<file path="config.mk">
export PLATFORM = sky130hd
export DESIGN_NAME = cache_mem_arbiter
export DESIGN_NICKNAME = d
export VERILOG_FILES = /design/src/rtl/cache_mem_arbiter.sv
export SDC_FILE = /design/constraint.sdc
export NUM_CORES = 1
export LEC_CHECK = 0
export CAP_MARGIN = 20
export CORE_AREA = 5 5 102 104
export CTS_CLUSTER_SIZE = 10
export DETAILED_ROUTE_END_ITERATION = 7
export DIE_AREA = 0 0 107 109
export SLEW_MARGIN = 20
export SYNTH_ARGS = -nofsm -noshare
export SYNTH_HDL_FRONTEND = slang
export SYNTH_SLANG_ARGS = --single-unit
</file>
<file path="constraint.sdc">
create_clock -name CLK -period 3.1 [get_ports CLK]
set_input_delay 0.31 -clock CLK [delete_from_list [all_inputs] [get_ports CLK]]
set_output_delay 0.31 -clock CLK [all_outputs]
set_load 0.01 [all_outputs]
</file>
<file path="src/rtl/cache_mem_arbiter.sv">
// cache_mem_arbiter: single-port RAM arbiter between the icache and dcache.
// One word per grant; every completion returns to IDLE before the next grant.
// Build option: define ARB_RR_EN for round-robin arbitration between the two
// caches; left undefined, the dcache always wins a contested IDLE cycle.
//
// Handshake: a cache raises its enable(s) with a stable address and holds
// them while its wait is 1. Its wait is 0 for exactly one cycle, the cycle
// the granted RAM access returns ACCESS, and load data is valid only then.
// Dropping the enables before that cycle abandons the request.
//
// arb_state exposes the FSM state for observation: 0=IDLE, 1=GNT_I, 2=GNT_D.
module cache_mem_arbiter #(
   parameter int ADDR_W = 32,
   parameter int DATA_W = 32
) (
   input  logic              CLK,
   input  logic              RST,
   input  logic              iREN,
   input  logic [ADDR_W-1:0] iaddr,
   output logic              iwait,
   output logic [DATA_W-1:0] iload,
   input  logic              dREN,
   input  logic              dWEN,
   input  logic [ADDR_W-1:0] daddr,
   input  logic [DATA_W-1:0] dstore,
   output logic              dwait,
   output logic [DATA_W-1:0] dload,
   output logic              ramREN,
   output logic              ramWEN,
   output logic [ADDR_W-1:0] ramaddr,
   output logic [DATA_W-1:0] ramstore,
   input  logic [DATA_W-1:0] ramload,
   input  logic [1:0]        ramstate,
   output logic [1:0]        arb_state
);

   localparam logic [1:0] RAM_ACCESS = 2'd2;

   typedef enum logic [1:0] {
      IDLE  = 2'd0,
      GNT_I = 2'd1,
      GNT_D = 2'd2
   } state_t;

   state_t state;
   state_t next_state;
   logic   d_req;

   assign d_req     = dREN | dWEN;
   assign arb_state = state;

   // Load data is a straight pass-through; caches qualify it with their wait.
   assign iload = ramload;
   assign dload = ramload;

`ifdef ARB_RR_EN
   // 1 = the dcache wins the next contested IDLE cycle.
   logic rr_ptr;

   // Point at the other source after each completed word.
   always_ff @(posedge CLK) begin
      if (RST) begin
         rr_ptr <= 1'b0;
      end else if (!iwait) begin
         rr_ptr <= 1'b1;
      end else if (!dwait) begin
         rr_ptr <= 1'b0;
      end
   end
`endif

   // State register.
   always_ff @(posedge CLK) begin
      if (RST) begin
         state <= IDLE;
      end else begin
         state <= next_state;
      end
   end

   // Arbitration, RAM port drive, wait generation and next state.
   always_comb begin
      next_state = state;
      ramREN     = 1'b0;
      ramWEN     = 1'b0;
      ramaddr    = '0;
      ramstore   = '0;
      iwait      = 1'b1;
      dwait      = 1'b1;
      case (state)
         IDLE: begin
`ifdef ARB_RR_EN
            if (d_req && (!iREN || rr_ptr)) begin
               next_state = GNT_D;
            end else if (iREN) begin
               next_state = GNT_I;
            end
`else
            if (d_req) begin
               next_state = GNT_D;
            end else if (iREN) begin
               next_state = GNT_I;
            end
`endif
         end
         GNT_I: begin
            ramaddr = iaddr;
            if (!iREN) begin
               // Abandoned before ACCESS: release the RAM without completing.
               next_state = IDLE;
            end else begin
               ramREN = 1'b1;
               if (ramstate == RAM_ACCESS) begin
                  iwait      = 1'b0;
                  next_state = IDLE;
               end
            end
         end
         GNT_D: begin
            ramaddr  = daddr;
            ramstore = dstore;
            if (!d_req) begin
               next_state = IDLE;
            end else begin
               // A write takes precedence when both enables are high.
               if (dWEN) begin
                  ramWEN = 1'b1;
               end else begin
                  ramREN = 1'b1;
               end
               if (ramstate == RAM_ACCESS) begin
                  dwait      = 1'b0;
                  next_state = IDLE;
               end
            end
         end
         default: begin
            next_state = IDLE;
         end
      endcase
   end

endmodule
</file>
==> impl_metrics.toml, run 1 <==
[floorplan]
initial_core_util = 0.148
io_pins = 269
die_w_um = 107
dieArea_mm2 = 0.0117
die_h_um = 109
rows = 36
core_area_mm2 = 0.00946

[global_routing]
grt_usage = 0.130
grt_overflow = 0
grt_pass1_wl_mm = 11.2
grt_max_degree = 37
grt_pass1_vias = 1849
antenna_found_initial = 3

[clock_tree]
clk_pin_slew_ps = 30
postCtsSetupBuffers = 0
insertion_delay_ps = 210
cts.sinks = 2
cts_buffers = 3
root_buffer = "clkbuf_8"
clockBufferDepth = 2
ctsResizeCount = 0
cts_tree = "yes"
h-tree-depth = 1
ctsHoldBuffers = 0

[power]
ir_drop_mv = 0.0694
p_leak_uw = 0.000932
powerDensity_mw_per_mm2 = 234

[synth]
synth_nets = 341
ys_top_cells_by_area = "buf_4, a22oi_1, and2_1"
synth.top_cell.area_share = 0.342
syn_area_mm2 = 0.00140
synth-xor-area-share = 0
synthMuxAreaShare = 0
synth-seq-cells = 2
synthCells = 202
syn_area_per_cell_um2 = 6.95
synth-edff-count = 0
synth_top_area_cell = "buf_4"
yosys_most_used_dff = "dfxtp_1"
synthArstFlopShare = 0
yosysSeqAreaShare = 0.0285
synthAdderAreaFrac = 0.0357
synthSimpleGateAreaFrac = 0.323
synth_compound_area_frac = 0.220
ys_types = 22
yosys_warnings = 0
synth_top_family_by_area = "buffers and inverters"

[critical_path]
worstSetupStartpointType = "flip-flop"
crit_path_end_kind = "output port"
critPathKind = "flip-flop to output port"
critPathArrivalTime_ps = 2310
crit_fanout = 36
cp_data_required_time_ps = 2790

[detailed_routing]
dr.pass1.iters = 4
drc = 0
via_per_inst = 4.20
drt_iter0_markers = 84
drtAntennaViolNets = 0
vias = 1749
totalWireLength_mm = 8.18
wl_per_cell_um = 19.7

[sta]
rsz0062_at_grt = "no"
worst_slack_ps = 475
finalSetupTns_ps = 0
fin_crit_sh = 0.847
maxSlewHeadroom = 0.580
slew_violations = 0
holdWs_ps = 605
fmax_ghz = 0.381
setup_viol = 0
fin_crit_ps = 2620
worst_pin_slew_ps = 630
worst_clock_skew_ps = 3.56
finalHoldViolations = 0

[flow_run]
drv_cap = 0

[final_layout]
area_growth_pct = 101
final_common_cell = "clkdlybuf4s50_1"
drive_gt1_frac = 0.0265
final_cell_mix = "clkdlybuf4s50_1, nor2b_1, and2_1"
diodes = 0
largest_reg_flops = 2
final_nets = 443

[min_path]
min_path_type = "flip-flop to flip-flop"

[outcome]
status = "complete, no violations"

[place]
place_congestion = 0.762
hpwl_mm = 7.10
dp_slack_ps = 637
port_buffers = 172
-- cell usage after synthesis (2+ instances only) --
master	instances
nor2b_1	33
nand2_1	2
inv_1	4
and2_1	33
clkbuf_1	11
o21ai_0	2
buf_4	64
nand3_1	2
ha_1	4
buf_2	3
dfxtp_1	2
a22oi_1	32
-- per-stage QoR --
stage	total power (uW)	cells	area, um2	utilization
2_1_floorplan	322	202	1400	-
3_3_place_gp	572	413	2780	0.294
4_1_cts	679	416	2820	0.298
3_5_place_dp	572	413	2780	0.294
6_report	660	416	2820	0.298
5_1_grt	706	416	2820	0.298
-- kinds of logic after synthesis --
group / after synthesis
AOI/OAI and AO/OA: 41
and+or+nand+nor: 73
buffers and inverters: 82
DFF: 2
adders and majority gates: 4
-- final timing paths --
path,depth (start not counted),start,slack (ps),endpoint
hold / removal,2,arb_state[1],600,arb_state[1]
hold reg to reg,2,arb_state[1],600,arb_state[1]
setup / recovery,6,arb_state[0],480,ramaddr[31]
setup reg to reg,5,arb_state[0],1240,arb_state[0]
-- worst max-delay path, stage by stage (launching register included) --
cell,delay [ps]
dfxtp_1,330
inv_1,120
ha_2,600
buf_12,250
a22oi_1,110
nor2b_1,120
clkdlybuf4s50_1,540
-- routing by layer --
metal | share of wire | global-route usage
met5 | 0.0039 | 0
met4 | 0.033 | 0.0502
met3 | 0.14 | 0.0681
met2 | 0.48 | 0.231
met1 | 0.35 | 0.128
-- report_power, final --
| part | switching [uW] | internal (uW) |
|---|---|---|
| Sequential | 3.69 | 28.9 |
| Clock | 18.7 | 81.9 |
| Combinational | 205 | 322 |
-- layout make-up --
type | count | area (um2)
timing repair buffer | 175 | 1770
fill | 1023 | 6640
multi-input combinational | 118 | 815
clock buffer | 3 | 41.3
tap | 114 | 143
sequential | 2 | 40.0
inverter | 4 | 15.0
Power figures use the tool's default switching activity.
==> inputs of run 2 (changes only) <==
--- a/config.mk
+++ b/config.mk
@@ -6,10 +6,11 @@
 export NUM_CORES = 1
 export LEC_CHECK = 0
 export CAP_MARGIN = 20
-export CORE_AREA = 5 5 102 104
+export CORE_AREA = 5 5 100 102
 export CTS_CLUSTER_SIZE = 10
 export DETAILED_ROUTE_END_ITERATION = 7
-export DIE_AREA = 0 0 107 109
+export DIE_AREA = 0 0 105 107
+export PLACE_DENSITY = 0.7
 export SLEW_MARGIN = 20
 export SYNTH_ARGS = -nofsm -noshare
 export SYNTH_HDL_FRONTEND = slang
==> constraint.sdc (replaced) <==
create_clock -name CLK -period 2.3 [get_ports CLK]
set_input_delay 0.23 -clock CLK [delete_from_list [all_inputs] [get_ports CLK]]
set_output_delay 0.23 -clock CLK [all_outputs]
set_load 0.01 [all_outputs]
==> impl_metrics.toml, run 2 (synthesis gave the netlist of run 1 again) <==
[floorplan]
rows = 35
core_area_mm2 = 0.00902
die_w_um = 105
dieArea_mm2 = 0.0112
initial_core_util = 0.156
die_h_um = 107
io_pins = 269

[critical_path]
rrSetupSlack_ps = 660
cp_slowest_cell = "clkdlybuf4s50_1"
rr_startpoint = "arb_state[0]"
reg2reg_depth = 6
critPathKind = "flip-flop to output port"
cp_data_required_time_ps = 2070
worstSetupStartpointType = "flip-flop"
crit_path_end_kind = "output port"
cp_num_cells = 6
crit_fanout = 34
crit_chain = "inv_2 > ha_2 > buf_12 > nand3b_1 > a21boi_0 > clkdlybuf4s50_1"
worstPathBufferInverterCount = 3
crit_family = "buffers and inverters"
critPathLaunch = "arb_state[0]"
cp-endpoint = "ramREN"
r2r_end = "arb_state[1]"
critical-path-max-stage-delay_ps = 560
critPathArrivalTime_ps = 1950

[clock_tree]
postCtsSetupBuffers = 0
insertion_delay_ps = 210
clockBufferDepth = 2
clk_pin_slew_ps = 30
cts_buffers = 3
h-tree-depth = 1
cts_tree = "yes"
root_buffer = "clkbuf_8"
cts.sinks = 2

[sta]
fmax_ghz = 0.460
fin_crit_sh = 0.946
worst_pin_slew_ps = 241
finalHoldViolations = 0
finalSetupTns_ps = 0
worst_clock_skew_ps = 1.09
setup_viol = 0
fin_crit_ps = 2180
maxSlewHeadroom = 0.838
slew_violations = 0

[power]
powerDensity_mw_per_mm2 = 322
ir_drop_mv = 0.156
p_leak_uw = 0.000957

[final_layout]
area_growth_pct = 106
largest_reg_flops = 2
final_common_cell = "clkdlybuf4s50_1"
final_area_mm2 = 0.00289
nFillCells = 958
final_cell_mix = "clkdlybuf4s50_1, nor2b_1, and2_1"
final_nets = 446
drive_gt1_frac = 0.0459
diodes = 0

[detailed_routing]
drc = 0
drtAntennaViolNets = 0
totalWireLength_mm = 6.96
dr.pass1.iters = 4
vias = 1748
via_per_inst = 4.20
wl_per_cell_um = 16.7
drt_iter0_markers = 76

[place]
place_congestion = 0.729
port_buffers = 172
hpwl_mm = 5.51
place_area_mm2 = 0.00281

[global_routing]
grt_max_degree = 69
grt_overflow = 0
grt_pass1_vias = 1956
grt_usage = 0.111
grt_pass1_wl_mm = 10.3
antenna_found_initial = 0

[min_path]
min_path_type = "input port to output port"
whs_path_depth = 0

[flow_run]
drv_cap = 0

[outcome]
status = "complete, no violations"
-- run 2: changes by cell type in the layout (fill, tap and decap cells not counted) --
cell,before,now
ha_1,3,1
clkbuf_16,0,1
inv_1,4,3
buf_12,2,3
ha_4,0,1
inv_2,0,1
buf_4,1,2
ha_2,1,2
-- run 2: layer usage --
layer  routed length [um]  global-route usage
met1                 2540               0.118
met2                 3400               0.197
met3                  780              0.0379
met4                  248              0.0521
met5                    0                   0
-- run 2: timing repair --
action / 4_1_cts / 5_1_grt
resized for setup: 0 / 3
endpoints found under the setup margin: 0 / 31
hold buffers: 0 / 0
-- run 2: cell type report --
| type | count | area [um2] | share of cell area |
|---|---|---|---|
| Timing Repair Buffer | 178 | 1820 | 0.631 |
| Sequential cell | 2 | 40.0 | 0.0139 |
| Inverter | 4 | 15.0 | 0.00520 |
| Tap cell | 111 | 139 | 0.0481 |
| Clock buffer | 3 | 41.3 | 0.0143 |
| Multi-Input combinational cell | 118 | 830 | 0.287 |
-- run 2: worst register-to-register path, stage by stage (launching register included) --
cell       delay [ps]
dfxtp_1           340
inv_2             120
ha_2              250
clkbuf_16         210
o21ai_1            90
a211o_1           330
a211oi_1          210
-- run 2: stage by stage --
stage	cells	power, uW	util	hold slack (ps)	worst slack [ps]
global route	416	994	0.320	460	-3.80
detailed placement	412	767	0.311	460	291
floorplan	202	434	-	303	750
global placement	412	760	0.311	460	340
finish	416	930	0.320	460	124
CTS	415	916	0.316	460	65.3
-- run 2: worst min-delay path by stage --
stage                   endpoint   startpoint
floorplan           arb_state[1]          RST
global placement       dload[15]  ramload[15]
detailed placement     dload[15]  ramload[15]
CTS                    dload[15]  ramload[15]
global route           iload[12]  ramload[12]
finish                 iload[19]  ramload[19]
-- run 2: power by group --
group	total (uW)	switching, uW	internal, uW
registers	44.3	5.32	38.9
logic	746	279	467
clock network	140	29.1	111
==> inputs of run 3 (changes only) <==
--- a/config.mk
+++ b/config.mk
@@ -6,11 +6,11 @@
 export NUM_CORES = 1
 export LEC_CHECK = 0
 export CAP_MARGIN = 20
-export CORE_AREA = 5 5 100 102
+export CORE_AREA = 5 5 102 104
 export CTS_CLUSTER_SIZE = 10
 export DETAILED_ROUTE_END_ITERATION = 7
-export DIE_AREA = 0 0 105 107
-export PLACE_DENSITY = 0.7
+export DIE_AREA = 0 0 107 109
+export DONT_BUFFER_PORTS = 1
 export SLEW_MARGIN = 20
 export SYNTH_ARGS = -nofsm -noshare
 export SYNTH_HDL_FRONTEND = slang
==> impl_metrics.toml, run 3 (synthesis gave the netlist of run 1 again) <==
[global_routing]
grt_max_degree = 45
grt_overflow = 0
antenna_found_initial = 3
grt_pass1_wl_mm = 9.11
grt_usage = 0.110
grt_pass1_vias = 1181

[power]
clkPwrFrac = 0.257
sequentialPowerShare = 0.087
combPwrFrac = 0.656
power_switching_uw = 261
switching_share = 0.486
ir_drop_mv = 0.129
powerDensity_mw_per_mm2 = 489
p_leak_uw = 0.000298
total_power_uw = 538
internal_power_uw = 277

[floorplan]
dieArea_mm2 = 0.0117
initial_core_util = 0.148
rows = 36
core_area_mm2 = 0.00946
die_w_um = 107
die_h_um = 109
io_pins = 269

[place]
place_congestion = 0.724
hpwl_mm = 6.34
dp_slack_ps = 548
place_area_mm2 = 0.00106
port_buffers = 0

[clock_tree]
h-tree-depth = 1
cts.sinks = 2
cts_buffers = 3
postCtsSetupBuffers = 0
root_buffer = "clkbuf_8"
clk_pin_slew_ps = 30
ctsHoldBuffers = 0
clockBufferDepth = 2
insertion_delay_ps = 210
ctsResizeCount = 0
cts_tree = "yes"

[critical_path]
worstSetupStartpointType = "flip-flop"
reg2reg_depth = 6
critPathKind = "flip-flop to output port"
rrSetupSlack_ps = 580
cp_data_required_time_ps = 2070
crit_path_end_kind = "output port"
critPathArrivalTime_ps = 1730
r2r_end = "arb_state[0]"
crit_fanout = 32
critPathLaunch = "arb_state[0]"
rr_startpoint = "arb_state[0]"

[detailed_routing]
vias = 1181
via_per_inst = 4.76
drt_iter0_markers = 68
dr.pass1.iters = 4
drtAntennaViolNets = 0
wl_per_cell_um = 28.9
totalWireLength_mm = 7.17
drc = 0

[sta]
worst_pin_slew_ps = 360
fmax_ghz = 0.511
worst_clock_skew_ps = 0.323
fin_crit_sh = 0.851
setup_viol = 0
finalHoldViolations = 0
fin_crit_ps = 1960
finalSetupTns_ps = 0
holdWs_ps = 90.3
maxSlewHeadroom = 0.760
slew_violations = 0
rsz0062_at_grt = "no"
worst_slack_ps = 342

[final_layout]
final_cell_mix = "nor2b_1, and2_1, a22oi_1"
largest_reg_flops = 2
nFillCells = 1080
multi_input_area_um2 = 815
drive_gt1_frac = 0.0827
final_nets = 274
final_area_mm2 = 0.00110
area_growth_pct = -21.6
regArea_um2 = 40.0

[min_path]
hold_end = "arb_state[1]"
min_from = "RST"
whs_path_depth = 1
min_path_type = "input port to flip-flop"

[outcome]
status = "complete, no violations"

[flow_run]
drv_cap = 0
==> run 3: how the worst max path moves through the flow <==
stage / to / slack [ps] / depth (start not counted)
after CTS: ramaddr[6] / 320 / 4
after detailed placement: ramaddr[6] / 550 / 4
final: ramaddr[4] / 340 / 4
after global placement: arb_state[0] / 630 / 5
after floorplan: ramREN / 750 / 5
after global routing: ramaddr[8] / 220 / 4
==> run 3: critical path: stages, from the launching register on <==
cell and delay [ps]:
dfxtp_1 460, inv_1 140, ha_1 320, buf_4 280, nor2b_1 300
==> run 3: final cells by class <==
| cell class | instances | share of cell area |
|---|---|---|
| clock buffer | 3 | 0.0375 |
| multi-input combinational | 118 | 0.740 |
| sequential | 2 | 0.0364 |
| tap | 114 | 0.130 |
| inverter | 4 | 0.0136 |
| antenna | 1 | 0.00227 |
| timing repair buffer | 6 | 0.0409 |
==> run 3: per-stage QoR <==
step	std cells	utilization
global route	247	0.116
global placement	244	0.112
CTS	247	0.116
finish	248	0.116
detailed placement	244	0.112
floorplan	202	-
==> run 3: power groups by stage <==
stage	Combinational, uW	Clock, uW	Sequential, uW
after floorplan	389	0	45.3
after global placement	352	0	46.5
after detailed placement	364	0	47.2
after CTS	366	141	46.8
after global routing	391	149	47.1
final	353	138	46.6
==> run 3: layer usage <==
layer  global-route usage  routed length, um
met5                    0                 27
met4               0.0530                298
met3               0.0545                956
met2                0.196               3520
met1                0.107               2370
==> RTL change 1 (settings of run 3) <==
`DATA_W`: 32 -> 28.
--- a/src/rtl/cache_mem_arbiter.sv
+++ b/src/rtl/cache_mem_arbiter.sv
@@ -13,3 +13,3 @@
    parameter int ADDR_W = 32,
-   parameter int DATA_W = 32
+   parameter int DATA_W = 28
 ) (
Ports: changed (5 resized); port bits go from 269 to 249. No check against the original RTL was run, so the function may have changed too.
==> RTL change 1 against run 3 <==
  * Synthesized area fell by 4.8%
  * First-iteration DRC count fell by 31%
  * Wire length fell by 34%
  * Sequential cell count did not move
  * Count of clock-buffer cells in the layout did not move
  * Synthesized cell count fell by 5.9%
  * Power fell by 4.4%
  * Cell area rose by 0.34%
  * Critical path type unchanged
  * Hold slack got worse by 0.0056 ns
  * Largest cell class unchanged
  * Fmax fell by 1.5%
  * Critical path depth rose by 1
  * Sequential power rose by 2%
  * Register-to-register slack got worse by 0.08 ns
  * Setup slack got worse by 0.030 ns
==> RTL change 1: results (changes against run 3) <==
[layout]
multi_input_area_um2=798  ; -2.0%
multi_input_cells=114  ; -3.4%
final-nonclk-buf-share_pct=6.12  ; +2.0 points
layoutNonFillerInstCount=246  ; -0.81%
post_route_cells_drive_above_1_share_pct=12.9  ; +4.6 points
ant_diodes=0  ; -1
layout.clock.cell_area_share_pct=3.74  ; -0.013 points
sequential_fraction_of_total_cell_area_pct=3.62  ; -0.012 points
postLayoutCellArea_um2=1100  ; +0.34%
filler_cell_count=1092  ; +1.1%

[yosys]
syn_area_per_cell_um2=7.03  ; +1.2%
synth_sequential_area_ratio_pct=3.00  ; +0.14 points
netlist-cell-type-count=23  ; +4.5%
ys_top_cells_by_area=sky130_fd_sc_hd__buf_4 (32%), sky130_fd_sc_hd__a22oi_1 (18%), sky130_fd_sc_hd__nor2b_1 (15%), sky130_fd_sc_hd__and2_1 (13%), sky130_fd_sc_hd__ha_1 (3.7%)
syn-num-nets=321  ; -5.9%

[power_and_ir_drop]
leakage_nw=0.306  ; +2.7%
power_switching_share_pct=45.8  ; -2.8 points
max-vdd-ir-drop_mv=0.431  ; +230%
seq_power_uw=47.3  ; +2%
comb_power_uw=330  ; -6.5%
power_switching_uw=236  ; -9.8%

[routing]
wl_mm=4.72  ; -34%
via_count=1082  ; -8.4%
first_iter_violations=47  ; -31%

[cts]
ctsResizeCount=0  ; unchanged
clk_root_buffer_cell=sky130_fd_sc_hd__clkbuf_8
clkTransAtPathRegs_ns=0.03  ; about the same

[grt]
grt_util_all_layers_pct=6.56  ; -4.4 points
antenna_found_initial=0  ; -3
wire_length_of_the_first_global_routing_pass_mm=6.01  ; -34%
grt_start_max_net_pins=46  ; +2.2%

[timing]
tightestPinTransition_ns=0.359  ; -0.00124 ns
timing.clock.skew_ns=0.00164  ; +0.00131 ns

[place]
worst_slack_after_detailed_placement_ns=0.507  ; -0.0414 ns
placedCellCount=243  ; -0.41%
gp_routability_congestion=0.700  ; -3.3%

[setup_path]
cp.arrival_ns=1.76  ; +0.03 ns
timing.critical_path.fanout_max=33  ; +3.1%

[status]
run_status=finished, final reports clean

[min_path]
hold-path-cell-count=1  ; unchanged

[RTL change 1: cell count changes in the layout (fill, tap and decap cells not counted)]
cell                       delta
sky130_fd_sc_hd__or2_4        +1
sky130_fd_sc_hd__and2_2       +1
sky130_fd_sc_hd__buf_4        +3
sky130_fd_sc_hd__diode_2      -1
sky130_fd_sc_hd__a211oi_2     +1
sky130_fd_sc_hd__a211oi_1     -1
sky130_fd_sc_hd__or2_1        -1
sky130_fd_sc_hd__and2_1       -5
[RTL change 1: worst max-delay path, stage by stage, from the launching register on]
cell and delay [ns]:
sky130_fd_sc_hd__dfxtp_1 0.47, sky130_fd_sc_hd__inv_1 0.13, sky130_fd_sc_hd__ha_1 0.30, sky130_fd_sc_hd__buf_4 0.29, sky130_fd_sc_hd__a21boi_0 0.21, sky130_fd_sc_hd__buf_4 0.14
[RTL change 1: worst paths after layout]
kind | start | end | slack, ns
worst max-delay path | arb_state[1]$_SDFFE_PP0P_ | ramREN | 0.31
worst min-delay path | RST | arb_state[1]$_SDFFE_PP0P_ | 0.08
worst max register to register | arb_state[0]$_SDFFE_PP0P_ | arb_state[0]$_SDFFE_PP0P_ | 0.50
worst min register to register | arb_state[0]$_SDFFE_PP0P_ | arb_state[0]$_SDFFE_PP0P_ | 0.68
[RTL change 1: logic make-up (layout without fill, tap and decap cells)]
family                     Yosys count  count (layout)  share of synthesized area, %
buffers and inverters               74              16                          37.5
AOI/OAI and AO/OA                   41              41                          23.5
DFF                                  2               2                          3.00
and+or+nand+nor                     69              69                          32.3
adders and majority gates            4               4                          3.75
[RTL change 1: per-layer routing]
layer / part of all wire, % / wire length, um / GRT usage, %
met5: 0 / 0 / 0
met4: 3.1 / 148 / 3.20
met3: 8.6 / 404 / 1.54
met2: 52 / 2450 / 11.6
met1: 36 / 1720 / 7.44
==> RTL change 2 (flow settings as in run 3) <==
Made on the original files. Build with the macro `ARB_RR_EN` defined.
--- a/src/rtl/cache_mem_arbiter.sv
+++ b/src/rtl/cache_mem_arbiter.sv
@@ -11,2 +11,4 @@
 // arb_state exposes the FSM state for observation: 0=IDLE, 1=GNT_I, 2=GNT_D.
+`define ARB_RR_EN
+
 module cache_mem_arbiter #(
Behaviour: not the same (Yosys sat finds a counterexample within 4 cycles, from zero or initial values and one cycle with RST high).
==> RTL change 2 against run 3 <==
  * First-iteration DRC count is 4.4% higher
  * Power is 14% lower
  * Setup slack worse by 0.0018 ns
  * Count of clock-buffer cells in the layout is 1 higher
  * Wire length is 33% lower
  * Largest cell class unchanged
  * Hold slack worse by 0.0084 ns
  * Sequential cell count is 1 higher
  * Largest power group unchanged
  * Sequential share of layout area is 1.5 points higher
  * Synthesized area is 2.9% higher
  * Cell area is 5.2% higher
  * Global-route usage is 4.3 points lower
  * Critical path type unchanged
  * Die area stayed put
  * Sequential power is 36% higher
==> RTL change 2: results (changes against run 3) <==
[min_path]
hold_path.startpoint=RST
whs_endpoint=arb_state[0]$_SDFFE_PP0P_
hold-path-cell-count=1  ; unchanged
hold_class=input port to register

[yosys]
syn-num-nets=348  ; +2.1%
netlist-cell-type-count=21  ; -4.5%
synth_sequential_area_ratio_pct=4.16  ; +1.3 points
synth_cells=209  ; +3.5%
synthTopCellsByCount=sky130_fd_sc_hd__buf_4 (64), sky130_fd_sc_hd__and2_1 (34), sky130_fd_sc_hd__nor2b_1 (34), sky130_fd_sc_hd__a22oi_1 (32), sky130_fd_sc_hd__buf_2 (8)
ys_top_cells_by_area=sky130_fd_sc_hd__buf_4 (33%), sky130_fd_sc_hd__a22oi_1 (17%), sky130_fd_sc_hd__and2_1 (15%), sky130_fd_sc_hd__nor2b_1 (15%), sky130_fd_sc_hd__dfxtp_1 (4.2%)

[setup_path]
cp.arrival_ns=1.73  ; about the same
r2r_slack_ns=0.66  ; +0.08 ns
worstReg2RegEnd=arb_state[1]$_SDFFE_PP0P_
worst_r2r_path_depth=6  ; unchanged
timing.critical_path.fanout_max=42  ; +31%
worst_r2r_startpoint=arb_state[1]$_SDFFE_PP0P_

[layout]
filler_cell_count=1097  ; +1.6%
post_route_cells_drive_above_1_share_pct=9.72  ; +1.5 points
sequential_cell_area_um2=60.1  ; +50%
ant_diodes=0  ; -1
nNetsFinal=284  ; +3.6%

[grt]
antenna_found_initial=0  ; -3
grt_util_all_layers_pct=6.73  ; -4.3 points
grt_start_max_net_pins=43  ; -4.4%
first_global_vias=1071  ; -9.3%
wire_length_of_the_first_global_routing_pass_mm=6.11  ; -33%

[timing]
minimum_hold_slack_ns=0.0819  ; -0.00839 ns
tightestPinTransition_ns=0.304  ; -0.0563 ns
setup_viol=0  ; unchanged
timing.clock.skew_ns=0.0000601  ; -0.000263 ns

[place]
placedCellCount=254  ; +4.1%
post_dp_area_um2=1110  ; +5.3%
gp_routability_congestion=0.777  ; +7.3%
worst_slack_after_detailed_placement_ns=0.562  ; +0.0131 ns

[cts]
clock_latency_ns=0.22
ctsResizeCount=0  ; unchanged
cts_htree_levels=1  ; unchanged
clkTransAtPathRegs_ns=0.03  ; about the same

[routing]
drt_pre_antenna_iters=4  ; unchanged
avgViaCountPerCell=4.52  ; -5.2%
wire_per_inst_um=18.5  ; -36%
wl_mm=4.78  ; -33%
first_iter_violations=71  ; +4.4%

[power_and_ir_drop]
max-vdd-ir-drop_mv=0.328  ; +150%
leakage_nw=0.344  ; +15%

[status]
run_status=finished, final reports clean

RTL change 2: logic make-up after synthesis:
family / Yosys count / synth area share [%]
buffers and inverters: 80 / 38.1
and+or+nand+nor: 81 / 33.8
AOI/OAI and AO/OA: 41 / 20.4
adders and majority gates: 4 / 3.47
DFF: 3 / 4.16
RTL change 2: final cells by class:
type,instances,share of cell area (%)
well taps,114,12.3
clock buffers,4,3.89
flip-flops and latches,3,5.18
inverters,2,0.648
repair buffers,9,5.83
multi-input cells,126,72.1
RTL change 2: power by group:
group | switching [mW] | internal (mW) | total [mW]
Clock | 0.0339 | 0.118 | 0.152
Combinational | 0.151 | 0.0984 | 0.250
Sequential | 0.00705 | 0.0562 | 0.0633
RTL change 2: worst max-delay path: stages (launching register included):
cell and delay, ns:
sky130_fd_sc_hd__dfxtp_1 0.46, sky130_fd_sc_hd__inv_1 0.11, sky130_fd_sc_hd__ha_2 0.20, sky130_fd_sc_hd__buf_4 0.22, sky130_fd_sc_hd__a22oi_1 0.28, sky130_fd_sc_hd__nor2b_1 0.08
sky130_fd_sc_hd__buf_4 0.15
RTL change 2: how the worst max path moves through the flow:
stage	end	slack [ns]	cells after the start
global route	ramaddr[17]	0.22	5
finish	ramaddr[31]	0.34	6
detailed placement	ramaddr[31]	0.56	6
CTS	ramaddr[31]	0.33	6
floorplan	ramaddr[0]	0.78	4
global placement	ramaddr[17]	0.57	6
RTL change 2: routing by layer:
metal / global-route usage (%) / up-vias / part of all wire (%)
li1: - / 498 / -
met4: 3.01 / 0 / 1.3
met5: 0 / - / 0
met2: 8.90 / 90 / 48
met1: 9.64 / 561 / 40
met3: 2.31 / 16 / 9.9
